### src/rtl/excep_requester_pkg.sv
// Shared exception codes, source ordering and request FSM states for the
// exception requester slice.
package excep_requester_pkg;

  localparam int unsigned ExcepCode_WIDTH = 4;
  typedef logic [ExcepCode_WIDTH-1:0] excepCode_t;

  localparam excepCode_t ExcepCode_NONE  = 4'h0;
  localparam excepCode_t ExcepCode_FETCH = 4'h1;
  localparam excepCode_t ExcepCode_UNDEF = 4'h2;
  localparam excepCode_t ExcepCode_PRIV  = 4'h3;
  localparam excepCode_t ExcepCode_TRAP  = 4'h4;
  localparam excepCode_t ExcepCode_LOAD  = 4'h5;
  localparam excepCode_t ExcepCode_STORE = 4'h6;
  localparam excepCode_t ExcepCode_SPR   = 4'h7;
  localparam excepCode_t ExcepCode_SC    = 4'h8;
  localparam excepCode_t ExcepCode_EXT   = 4'h9;

  localparam int unsigned NUM_SRC = 9;

  // Pending-vector bit index equals priority rank (0 = highest).
  localparam int unsigned SRC_FETCH = 0;
  localparam int unsigned SRC_UNDEF = 1;
  localparam int unsigned SRC_PRIV  = 2;
  localparam int unsigned SRC_TRAP  = 3;
  localparam int unsigned SRC_SPR   = 4;
  localparam int unsigned SRC_SC    = 5;
  localparam int unsigned SRC_LOAD  = 6;
  localparam int unsigned SRC_STORE = 7;
  localparam int unsigned SRC_EXT   = 8;

  typedef enum logic [1:0] {
    IDLE,
    REQ,
    REL
  } reqState_t;

  function automatic excepCode_t srcCode(input int unsigned idx);
    case (idx)
      SRC_FETCH: srcCode = ExcepCode_FETCH;
      SRC_UNDEF: srcCode = ExcepCode_UNDEF;
      SRC_PRIV:  srcCode = ExcepCode_PRIV;
      SRC_TRAP:  srcCode = ExcepCode_TRAP;
      SRC_SPR:   srcCode = ExcepCode_SPR;
      SRC_SC:    srcCode = ExcepCode_SC;
      SRC_LOAD:  srcCode = ExcepCode_LOAD;
      SRC_STORE: srcCode = ExcepCode_STORE;
      SRC_EXT:   srcCode = ExcepCode_EXT;
      default:   srcCode = ExcepCode_NONE;
    endcase
  endfunction

endpackage

### src/rtl/excep_requester_prio_enc.sv
// Fixed-priority encoder: pending sources -> winning exception code plus a
// one-hot select of the winning source.
module excep_prio_enc
  import excep_requester_pkg::*;
(
  input  logic [NUM_SRC-1:0]         pending,
  output logic [ExcepCode_WIDTH-1:0] code,
  output logic [NUM_SRC-1:0]         sel
);

  // Scan from lowest priority upwards so the highest-priority hit is written last.
  always_comb begin
    code = ExcepCode_NONE;
    sel  = '0;
    for (int unsigned i = NUM_SRC; i > 0; i--) begin
      if (pending[i-1]) begin
        code     = srcCode(i-1);
        sel      = '0;
        sel[i-1] = 1'b1;
      end
    end
  end

endmodule

### src/rtl/excep_requester.sv
// Exception request initiator: sticky pending sources, priority selection and a
// four-phase req/ack handshake towards the exception controller.
module excep_requester
  import excep_requester_pkg::*;
#(
  parameter int unsigned TIMEOUT = 16,
  parameter int unsigned PC_W    = 32
) (
  input  logic                       clk,
  input  logic                       rst_n,
  input  logic                       evFetch,
  input  logic                       evUndef,
  input  logic                       evPriv,
  input  logic                       evTrap,
  input  logic                       evSpr,
  input  logic                       evSc,
  input  logic                       evLoad,
  input  logic                       evStore,
  input  logic                       evExt,
  input  logic                       msrEE,
  input  logic [PC_W-1:0]            pcIn,
  input  logic                       ack,
  output logic [ExcepCode_WIDTH-1:0] excepCode,
  output logic [PC_W-1:0]            srr0,
  output logic                       taken,
  output logic                       busy,
  output logic                       timeout,
  output logic                       spurious
);

  localparam int unsigned CNT_W = $clog2(TIMEOUT);

  reqState_t           state;
  logic [NUM_SRC-1:0]  pending;
  logic [NUM_SRC-1:0]  events;
  logic [NUM_SRC-1:0]  merged;
  logic [NUM_SRC-1:0]  servedSel;
  logic [NUM_SRC-1:0]  clearSel;
  logic [NUM_SRC-1:0]  winSel;
  excepCode_t          winCode;
  logic [PC_W-1:0]     pcSlot [NUM_SRC];
  logic [PC_W-1:0]     slotPc;
  logic [PC_W-1:0]     issuePc;
  logic [CNT_W-1:0]    counter;

  assign events = {evExt & msrEE, evStore, evLoad, evSc, evSpr,
                   evTrap, evPriv, evUndef, evFetch};
  assign merged   = pending | events;
  assign clearSel = (state == REQ && ack) ? servedSel : '0;

  excep_prio_enc uPrioEnc (
    .pending (merged),
    .code    (winCode),
    .sel     (winSel)
  );

  assign taken = (state == REQ) && ack;
  assign busy  = (state != IDLE);

  // A slot is refreshed when its bit is newly set, or re-fires as it is being served.
  always_ff @(posedge clk or negedge rst_n) begin
    if (!rst_n) begin
      for (int unsigned i = 0; i < NUM_SRC; i++) pcSlot[i] <= '0;
    end else begin
      for (int unsigned i = 0; i < NUM_SRC; i++) begin
        if (events[i] && (!pending[i] || clearSel[i])) pcSlot[i] <= pcIn;
      end
    end
  end

  always_comb begin
    slotPc = '0;
    for (int unsigned i = 0; i < NUM_SRC; i++) begin
      if (winSel[i]) slotPc = pcSlot[i];
    end
  end

  assign issuePc = |(events & winSel) ? pcIn : slotPc;

  always_ff @(posedge clk or negedge rst_n) begin
    if (!rst_n) begin
      state     <= IDLE;
      pending   <= '0;
      servedSel <= '0;
      excepCode <= ExcepCode_NONE;
      srr0      <= '0;
      counter   <= '0;
      timeout   <= 1'b0;
      spurious  <= 1'b0;
    end else begin
      pending <= merged & ~(clearSel & ~events);
      case (state)
        IDLE: begin
          if (ack) spurious <= 1'b1;
          if (|merged) begin
            state     <= REQ;
            excepCode <= winCode;
            servedSel <= winSel;
            srr0      <= issuePc;
            counter   <= '0;
          end
        end
        REQ: begin
          if (ack) begin
            state     <= REL;
            excepCode <= ExcepCode_NONE;
            counter   <= '0;
          end else if (counter == CNT_W'(TIMEOUT - 1)) begin
            timeout <= 1'b1;
          end else begin
            counter <= counter + 1'b1;
          end
        end
        REL: begin
          if (!ack) state <= IDLE;
        end
        default: state <= IDLE;
      endcase
    end
  end

endmodule
### config.mk
export PLATFORM = sky130hd
export DESIGN_NAME = excep_requester
export DESIGN_NICKNAME = d
export VERILOG_FILES = /design/src/rtl/excep_requester_pkg.sv /design/src/rtl/excep_requester_prio_enc.sv /design/src/rtl/excep_requester.sv
export SDC_FILE = /design/constraint.sdc
export NUM_CORES = 1
export LEC_CHECK = 0
export ABC_AREA = 1
export CORE_MARGIN = 2
export CORE_UTILIZATION = 30
export DETAILED_ROUTE_END_ITERATION = 12
export HOLD_SLACK_MARGIN = 0.08
export PLACE_DENSITY = 0.51
export SLEW_MARGIN = 25
export SYNTH_ARGS = -nofsm -noshare
export SYNTH_HDL_FRONTEND = slang
export SYNTH_SLANG_ARGS = --single-unit
### constraint.sdc
create_clock -name clk -period 2.25 [get_ports clk]
set_clock_uncertainty 0.15 [all_clocks]
set_input_delay 0.3375 -clock clk [delete_from_list [all_inputs] [get_ports clk]]
set_output_delay 0.3375 -clock clk [all_outputs]
set_load 0.02 [all_outputs]
==> summary.md <==
| Metric | Value |
|---|---|
| Yosys top cell area share | `0.547` |
| Global-route wire length before repair | `82000 um` |
| Die height | `235 um` |
| Post-synth ARST share | `1.00` |
| Post-route setup TNS | `0 ns` |
| Largest net degree at the start of global routing | `103` |
| Worst setup EP type | `output pin` |
| CTS Root Cell | `clkbuf_16` |
| CTS H-tree depth | `2` |
| Crit start category | `register` |
| Vias in the first global route | `13700` |
| Post-synth EDFFs | `0` |
| Lkg Pwr | `9.45 nW` |
| YS warnings | `0` |
| Synth area leader | `dfrtp_1` |
| Yosys cell types | `30` |
| Net count, final | `2195` |
| Worst Setup EP | `taken` |
| Slew headroom | `0.577` |
| Layout cell share with drive strength beyond 1 | `0.0960` |
| Status | `complete, no violations` |
| Max Clock Freq | `452 MHz` |
| CTS tree | `done` |
| Final Max Slew Viols | `0` |
| Shortest period the worst path allows | `2.21 ns` |
| CTS Buffer Depth | `3` |
| Layout Cells excl Fill | `2866` |
| Clock slew at reported path FFs | `0.06 ns` |
| WL/cell | `18.1 um` |
| # fillers | `5356` |
| Cell Count Post-Placement | `2787` |
| Count leader, synth | `nand2_1` |
| Gr usage total | `0.188` |
| RSZ-0062 raised after global routing | `no` |
| Routability Congestion | `0.822` |
| Slew at the pin closest to its max-slew limit | `0.632 ns` |
| Initial antenna violation count | `0` |
| Critical Path AT | `1.73 ns` |
| Ports | `85` |
| Syn-to-layout area delta | `24.2%` |
| CP Max Fanout | `3` |
| Ant diodes | `0` |
| CTS sink cnt | `350` |
| Origin of the critical flop-to-flop path | `pending[0]$_DFF_PN0_` |
| TritonCTS Buffers | `40` |
| Clock Latency Late Sink | `0.54 ns` |
| Type of the tightest min-delay check | `primary input to async pin` |
| Top cells by count, synth | `537 x nand2_1, 350 x dfrtp_1, 296 x o21ai_0, 268 x nor2_1, 169 x nand3_1` |
| FP Rows | `84` |
| DRC | `0` |
| Final setup vio count | `0` |
| Worst reg2reg setup slack | `0.16 ns` |
| Initial DRT Pass Iterations | `5` |
| Fin. Hold Viols | `0` |
| GR Overflow Total | `0` |
| Die width | `235 um` |
| Detailed Route Iter0 Violations | `1217` |
| Vias | `14000` |
| Die ar. | `55200 um2` |
| Initial Util | `0.304` |
| Post-Syn Nets | `2065` |
| Syn Area/Cell | `7.92 um2` |
| R2r worst-path depth | `12` |
| Setup crit start | `state[1]$_DFFE_PN0P_` |
| ANT nets after route | `0` |
| Placed cell area | `18500 um2` |
| Synth area leaders | `dfrtp_1 55%, nand2_1 13%, o21ai_0 9.3%, nor2_1 6.3%, nand3_1 5.3%` |
| Crit path required time | `1.76 ns` |
| Port bufs | `84` |
| Yosys reg bits | `350` |
| Setup WS post-layout | `0.0373 ns` |
| FF-to-FF End | `srr0[10]$_DFFE_PN0P_` |
| Period utilization | `0.983` |
| HPWL Detailed | `32000 um` |
| Design area | `19900 um2` |
| VDD IR max | `0.000755 V` |
| Seq/Total Area, Yosys | `0.547` |
| Post-synth top flop | `dfrtp_1` |
| Final wirelength | `52000 um` |
| CP Class | `register to output pin` |
| Total core area | `52700 um2` |
| Post-Syn Area | `16000 um2` |
| Post-Place Setup Slack | `-0.602 ns` |
| Gate Count Post-Synth | `2019` |
| Via density per instance | `4.87` |
| PwrDens | `1070 nW/um2` |
| Maxcap violations | `0` |
==> cell usage in the layout (no fill, tap or decap), types with 2 or more instances in the layout <==
master,synthesis,layout
inv_2,4,5
nand3b_1,13,13
nor2_1,268,267
clkinv_2,0,5
buf_4,2,74
inv_1,143,142
clkbuf_16,0,42
nand2_1,537,528
dlygate4sd3_1,0,2
nand2_2,4,12
clkbuf_8,0,5
buf_6,3,6
inv_6,0,2
clkbuf_1,73,18
nor2_4,7,9
dfrtp_1,350,350
nor2_2,5,4
nor3_1,32,31
clkdlybuf4s50_1,0,81
o21ai_1,8,8
o21ai_0,296,296
dlygate4sd2_1,0,2
a21oi_1,33,33
nand4_1,22,22
buf_12,0,36
nand3_1,169,168
or2_2,3,3
==> area by class of cell <==
cell class | instances | area [um2] | share of cell area
sequential | 350 | 8760 | 0.441
clock inverter | 7 | 42.5 | 0.00214
multi-input combinational | 1406 | 6240 | 0.314
clock buffer | 64 | 1160 | 0.0585
timing repair buffer | 204 | 2260 | 0.114
inverter | 147 | 552 | 0.0278
tap | 688 | 861 | 0.0433
==> worst max-delay path, stage by stage, from the launching register on <==
cell	delay (ns)
dfrtp_1	0.40
nor2_2	0.23
inv_2	0.08
nor2_4	0.12
dlygate4sd2_1	0.35
==> metrics by stage <==
step                hold WS (ns)  utilization  total power (W)
floorplan                 -0.108            -           0.0125
global placement          0.0368        0.350           0.0151
detailed placement        0.0378        0.351           0.0153
CTS                        0.265        0.375           0.0215
global route               0.298        0.377           0.0227
finish                     0.250        0.377           0.0213
==> how the worst min path moves through the flow <==
stage,endpoint,slack (ns),cells past startpoint
after global placement,pcSlot[99]$_DFFE_PN0P_,0.04,1
final,pcSlot[38]$_DFFE_PN0P_,0.25,3
after floorplan,counter[0]$_DFFE_PN0P_,-0.11,0
after CTS,counter[1]$_DFFE_PN0P_,0.27,3
after global routing,pcSlot[38]$_DFFE_PN0P_,0.30,3
after detailed placement,pcSlot[99]$_DFFE_PN0P_,0.04,1
==> flip-flops by register name, indices dropped and copies added (netlist names) <==
register	count
counter	4
excepCode	4
pcSlot	288
pending	9
servedSel	9
spurious	1
srr0	32
state	2
timeout	1
==> power breakdown <==
| part | total (W) | internal, W | switching, W |
|---|---|---|---|
| Clock | 0.00614 | 0.00354 | 0.00261 |
| Sequential | 0.00910 | 0.00805 | 0.00104 |
| Combinational | 0.00603 | 0.00255 | 0.00347 |
| Total | 0.0213 | 0.0141 | 0.00712 |
==> routing by layer <==
metal  share of wire  track usage
met1            0.46        0.265
met2            0.47        0.305
met3           0.046       0.0240
met4           0.025       0.0501
met5               0            0
==> logic make-up (layout without fill, tap and decap cells) <==
kind of cell | after synthesis | in the layout | synth area share
buffers and inverters | 263 | 422 | 0.0663
adders and majority gates | 1 | 1 | 0.000782
DFF | 350 | 350 | 0.547
AOI/OAI and AO/OA | 343 | 343 | 0.108
and+or+nand+nor | 1061 | 1061 | 0.277
xor gates and xnor gates | 1 | 1 | 0.000548
==> repair_timing <==
action / in CTS / in global routing
pin swaps: 0 / 5
hold buffers: 2 / 0
endpoints found under the setup margin: 49 / 47
resized for setup: 7 / 15
hold endpoints to repair: 322 / 0
buffers inserted: 0 / 5
gates cloned: 0 / 1
(Power assumes the default switching activity.)
